==> config.mk <==
export PLATFORM = sky130hd
export DESIGN_NAME = frame_buffer_arbiter
export DESIGN_NICKNAME = d
export VERILOG_FILES = /design/src/rtl/frame_buffer_arbiter.sv
export SDC_FILE = /design/constraint.sdc
export NUM_CORES = 1
export LEC_CHECK = 0
export BUFFER_PORTS_ARGS = -buffer_cell sky130_fd_sc_hd__buf_4
export CORE_ASPECT_RATIO = 1.5
export CORE_MARGIN = 1.5
export CORE_UTILIZATION = 25
export DETAILED_ROUTE_END_ITERATION = 8
export PLACE_DENSITY = 0.54
export SLEW_MARGIN = 20
export SYNTH_ARGS = -nofsm -noshare
export SYNTH_HDL_FRONTEND = slang
export SYNTH_SLANG_ARGS = --single-unit
==> constraint.sdc <==
create_clock -name Clk -period 3.7 [get_ports Clk]
set_clock_uncertainty 0.1 [all_clocks]
set_input_delay 0.555 -clock Clk [delete_from_list [all_inputs] [get_ports Clk]]
set_output_delay 0.555 -clock Clk [all_outputs]
set_load 0.005 [all_outputs]
==> src/rtl/frame_buffer_arbiter.sv <==
// frame_buffer_arbiter: shares a single-port 2bpp frame buffer between scanline prefetch and two writers.
// Define FB_STATS_EN to enable the saturating underflow counter on dbg_uflow_cnt.
module frame_buffer_arbiter #(
  parameter int unsigned ADDR_W     = 16,
  parameter int unsigned LINE_LEN   = 224,
  parameter int unsigned FIFO_DEPTH = 8,
  parameter int unsigned LOW_WM     = 2
) (
  input  logic              Clk,
  input  logic              Reset_n,
  input  logic              line_start,
  input  logic [ADDR_W-1:0] line_base,
  input  logic              pix_pop,
  output logic [1:0]        pix_out,
  output logic              pix_uflow,
  output logic              line_busy,
  input  logic              wr0_req,
  input  logic [ADDR_W-1:0] wr0_addr,
  input  logic [1:0]        wr0_data,
  output logic              wr0_gnt,
  input  logic              wr1_req,
  input  logic [ADDR_W-1:0] wr1_addr,
  input  logic [1:0]        wr1_data,
  output logic              wr1_gnt,
  output logic [ADDR_W-1:0] mem_addr,
  output logic              mem_we,
  output logic [1:0]        mem_wdata,
  input  logic [1:0]        mem_rdata,
  output logic [15:0]       dbg_uflow_cnt
);

  localparam int unsigned PTR_W = $clog2(FIFO_DEPTH);
  localparam int unsigned CNT_W = $clog2(FIFO_DEPTH + 1);
  localparam int unsigned OCC_W = CNT_W + 1;
  localparam int unsigned IDX_W = $clog2(LINE_LEN + 1);

  typedef enum logic {IDLE, FETCH} state_t;
  typedef enum logic [1:0] {OP_NONE, OP_READ, OP_WR0, OP_WR1} op_t;

  state_t            state;
  logic [IDX_W-1:0]  idx;
  logic [ADDR_W-1:0] base_q;
  logic [1:0]        fifo_mem [FIFO_DEPTH];
  logic [PTR_W-1:0]  rd_ptr;
  logic [PTR_W-1:0]  wr_ptr;
  logic [CNT_W-1:0]  count;
  logic              rd_p1;
  logic              rd_p2;
  logic              rr_wr1;

  logic [OCC_W-1:0]  occ_c;
  op_t               op_c;
  logic              elig0_c;
  logic              elig1_c;
  logic              push_c;
  logic              pop_c;
  logic              pop_ok_c;

  // One memory op per cycle; reads still in the address/data pipeline count toward occupancy.
  always_comb begin
    occ_c   = OCC_W'(count) + OCC_W'(rd_p1) + OCC_W'(rd_p2);
    elig0_c = wr0_req & ~wr0_gnt;
    elig1_c = wr1_req & ~wr1_gnt;
    op_c    = OP_NONE;
    if (!line_start) begin
      if (state == FETCH && occ_c < OCC_W'(LOW_WM)) begin
        op_c = OP_READ;
      end else if (elig0_c || elig1_c) begin
        op_c = (elig0_c && (!elig1_c || !rr_wr1)) ? OP_WR0 : OP_WR1;
      end else if (state == FETCH && occ_c < OCC_W'(FIFO_DEPTH)) begin
        op_c = OP_READ;
      end
    end
  end

  assign push_c   = rd_p2 & ~line_start;
  assign pop_c    = pix_pop & ~line_start;
  assign pop_ok_c = pop_c & (count != '0);

  always_ff @(posedge Clk or negedge Reset_n) begin
    if (!Reset_n) begin
      state     <= IDLE;
      idx       <= '0;
      base_q    <= '0;
      rd_ptr    <= '0;
      wr_ptr    <= '0;
      count     <= '0;
      rd_p1     <= 1'b0;
      rd_p2     <= 1'b0;
      rr_wr1    <= 1'b0;
      pix_out   <= '0;
      pix_uflow <= 1'b0;
      line_busy <= 1'b0;
      wr0_gnt   <= 1'b0;
      wr1_gnt   <= 1'b0;
      mem_addr  <= '0;
      mem_we    <= 1'b0;
      mem_wdata <= '0;
    end else begin
      rd_p1   <= (op_c == OP_READ);
      rd_p2   <= rd_p1 & ~line_start;
      mem_we  <= (op_c == OP_WR0) || (op_c == OP_WR1);
      wr0_gnt <= (op_c == OP_WR0);
      wr1_gnt <= (op_c == OP_WR1);
      case (op_c)
        OP_READ: begin
          mem_addr <= base_q + ADDR_W'(idx);
          idx      <= idx + IDX_W'(1);
          if (idx == IDX_W'(LINE_LEN - 1)) begin
            state     <= IDLE;
            line_busy <= 1'b0;
          end
        end
        OP_WR0: begin
          mem_addr  <= wr0_addr;
          mem_wdata <= wr0_data;
          rr_wr1    <= 1'b1;
        end
        OP_WR1: begin
          mem_addr  <= wr1_addr;
          mem_wdata <= wr1_data;
          rr_wr1    <= 1'b0;
        end
        default: ;
      endcase
      if (line_start) begin
        state     <= FETCH;
        line_busy <= 1'b1;
        idx       <= '0;
        base_q    <= line_base;
        rd_ptr    <= '0;
        wr_ptr    <= '0;
        count     <= '0;
        pix_out   <= '0;
        pix_uflow <= 1'b0;
      end else begin
        if (pop_c) begin
          if (pop_ok_c) begin
            pix_out <= fifo_mem[rd_ptr];
            rd_ptr  <= rd_ptr + PTR_W'(1);
          end else begin
            pix_out   <= '0;
            pix_uflow <= 1'b1;
          end
        end
        if (push_c) begin
          wr_ptr <= wr_ptr + PTR_W'(1);
        end
        case ({push_c, pop_ok_c})
          2'b10:   count <= count + CNT_W'(1);
          2'b01:   count <= count - CNT_W'(1);
          default: ;
        endcase
      end
    end
  end

  // Pixel storage needs no reset; occupancy is tracked by count.
  always_ff @(posedge Clk) begin
    if (push_c) begin
      fifo_mem[wr_ptr] <= mem_rdata;
    end
  end

`ifdef FB_STATS_EN
  always_ff @(posedge Clk or negedge Reset_n) begin
    if (!Reset_n) begin
      dbg_uflow_cnt <= '0;
    end else if (pop_c && !pop_ok_c && dbg_uflow_cnt != 16'hFFFF) begin
      dbg_uflow_cnt <= dbg_uflow_cnt + 16'd1;
    end
  end
`else
  assign dbg_uflow_cnt = '0;
`endif

endmodule

==> results.json <==
{
  "worst_pin_slew_ps": 833,
  "power.leakage_nw": 2.36,
  "synth_area_sq_um": 4320,
  "dr.pass1.iters": 4,
  "async_flop_share": 0.795,
  "n_fill_cell": 1753,
  "max_freq_mhz": 293,
  "crit_arrival_ps": 3530,
  "antenna_found_initial": 0,
  "initial_core_util": 0.256,
  "cts_tree": "built",
  "finalMaxSlewViolations": 0,
  "port_buffers": 84,
  "placed_area_sq_um": 5110,
  "critPathMaxFanout": 34,
  "synthTopCellsByCount": "62 x dfrtp_1, 30 x a21oi_1, 30 x nor2_1",
  "critPathCaptureType": "flop",
  "wl_per_cell_microns": 15.4,
  "seq_area_sq_um": 2030,
  "powerDensity_nw_per_um2": 616,
  "postCtsSetupBuffers": 0,
  "cts_root_buf": "clkbuf_16",
  "clockBufferDepth": 2,
  "antenna_cells": 0,
  "slew_headroom": 0.444,
  "critical_path_required_ps": 3810,
  "period_share": 0.923,
  "die_y_microns": 164,
  "drive_gt1_frac": 0.255,
  "grt_max_degree": 63,
  "yosysMostFrequentCell": "dfrtp_1",
  "hpwl_microns": 7990,
  "synth_edf_count": 16,
  "setup_viol": 0,
  "r2r-start": "rd_p2",
  "fin_crit_ps": 3410,
  "grt-ovfl-total": 0,
  "final_cell_area_sq_um": 5410,
  "yosysSeqAreaShare": 0.471,
  "fp-row-count": 58,
  "cts_max_level": 3,
  "yosys.area.top_type": "dfrtp_1",
  "grt_pass1_vias": 3381,
  "die_x_microns": 110,
  "viasPerCell": 4.72,
  "clkLatencyLatePin_ps": 340,
  "synth_top_area_share": 0.359,
  "maxCapViolations": 0,
  "peakVddDrop_v": 0.000286,
  "synth_ff_type": "dfrtp_1",
  "cts.repair.resized": 0,
  "drt_iter0_markers": 129,
  "ys_types": 58,
  "avgSynthCellArea_sq_um": 10.5,
  "yosysWarnings": 0,
  "path_class": "reg2reg",
  "wl_microns": 10900,
  "core_sq_um": 16800,
  "dieArea_sq_um": 18100,
  "vias": 3320,
  "synthTopCellsByArea": "dfrtp_1 36%, edfxtp_1 11%, ha_1 4.3%, mux2_2 3.7%, a21oi_1 3.5%",
  "clkTransAtPathRegs_ps": 60,
  "min_path_type": "in2async",
  "ys_ff_latch": 78,
  "nNetsFinal": 566,
  "status": "finished, final reports clean",
  "cts_buffers": 9,
  "clock-sinks": 78,
  "multi_input_area_sq_um": 2080,
  "grt.total_usage": 0.126,
  "hold_violations": 0,
  "gp_congestion": 0.822,
  "ant_nets": 0,
  "ioPinCount": 101,
  "hold_buffers": 0,
  "setup_tns_ps": 0,
  "area_growth_pct": 25.4,
  "drc": 0,
  "syn_inst": 410,
  "grt_first_pass_wirelength_microns": 17300,
  "rsz0062_at_grt": "false",
  "cp-startpoint": "rd_p2",
  "post-route-util": 0.321,
  "crit_path_start_kind": "flop"
}
## cell families after synthesis
family                     synth area share
other                              0.000869
DFF                                   0.471
and+or+nand+nor                       0.133
xor gates and xnor gates             0.0426
AOI/OAI and AO/OA                     0.144
buffers and inverters                0.0638
adders and majority gates            0.0528
muxes                                0.0922
## sequential cells by signal, indices dropped and copies added, names as in the netlist, 2 cells and up
| signal | count |
|---|---|
| rd_ptr | 3 |
| idx | 8 |
| base_q | 16 |
| fifo_mem | 16 |
| mem_addr | 16 |
| count | 4 |
| wr_ptr | 3 |
| pix_out | 2 |
| mem_wdata | 2 |
## worst paths after layout
| check | endpoint | slack [ps] | depth (start not counted) |
|---|---|---|---|
| worst max-delay path | idx[2] | 290 | 11 |
| worst min-delay path | count[1] | 210 | 1 |
| worst max register to register | idx[2] | 290 | 11 |
| worst min register to register | pix_uflow | 400 | 2 |
| max in group asynchronous | base_q[4] | 2740 | 1 |
| min in group Clk | base_q[9] | 320 | 3 |
## layer usage
metal  global-route usage  vias to the layer above  routed length, microns
li1                     -                     1602                       -
met1                0.151                     1621                    4510
met2                0.221                       87                    5740
met3               0.0258                       10                     428
met4               0.0455                        0                     173
met5                    0                        -                       0
## per-stage QoR
stage,hold WS (ps),std cells,power (mW),setup WS [ps]
floorplan,159,425,1.98,792
global placement,375,688,2.42,537
detailed placement,390,688,2.46,359
CTS,252,704,3.39,348
global route,290,704,3.56,89.2
finish,212,704,3.33,286
## power breakdown
part | total (mW) | leakage (nW) | internal (mW) | switching [mW]
Clock | 0.908 | 0.150 | 0.560 | 0.349
Sequential | 1.23 | 0.916 | 1.07 | 0.163
Combinational | 1.20 | 1.30 | 0.578 | 0.618
## layout by cell type, fill, tap and decap left out, types with 3 or more instances in the layout
master      n
nor3_1      5
nand3_1     8
buf_4      87
inv_1      16
nand2_1    27
nor2b_1     4
o21ai_0    27
xor2_1      7
mux4_2      4
nor4_1      4
clkbuf_16   9
xnor2_1    14
nor3b_1     3
nor2_1     30
a21oi_1    30
dfrtp_1    62
a211oi_1    8
a221o_1     3
ha_1       15
mux2_2     14
mux2i_1    15
a21o_1      4
or3_1       4
a221oi_1    4
nand2b_1    7
conb_1     16
edfxtp_1   16
o211ai_1    6
and3_1      4
## worst max-delay path, cell delays in order, from the launching register on
cell,delay [ps]
dfrtp_1,540
ha_1,300
a21oi_1,440
inv_1,100
ha_1,240
nand3b_1,160
or3_1,310
a311o_1,320
buf_12,190
o21ba_2,260
o21ai_0,210
o21ai_0,120
## cell type report
cell class                 instances  share of cell area
clock buffer                      13              0.0481
clock inverter                     3             0.00809
inverter                          17              0.0118
multi-input combinational        295               0.384
sequential                        78               0.375
tap                              210              0.0486
timing repair buffer              88               0.124
Note: power is estimated with default switching activity, not from simulation.
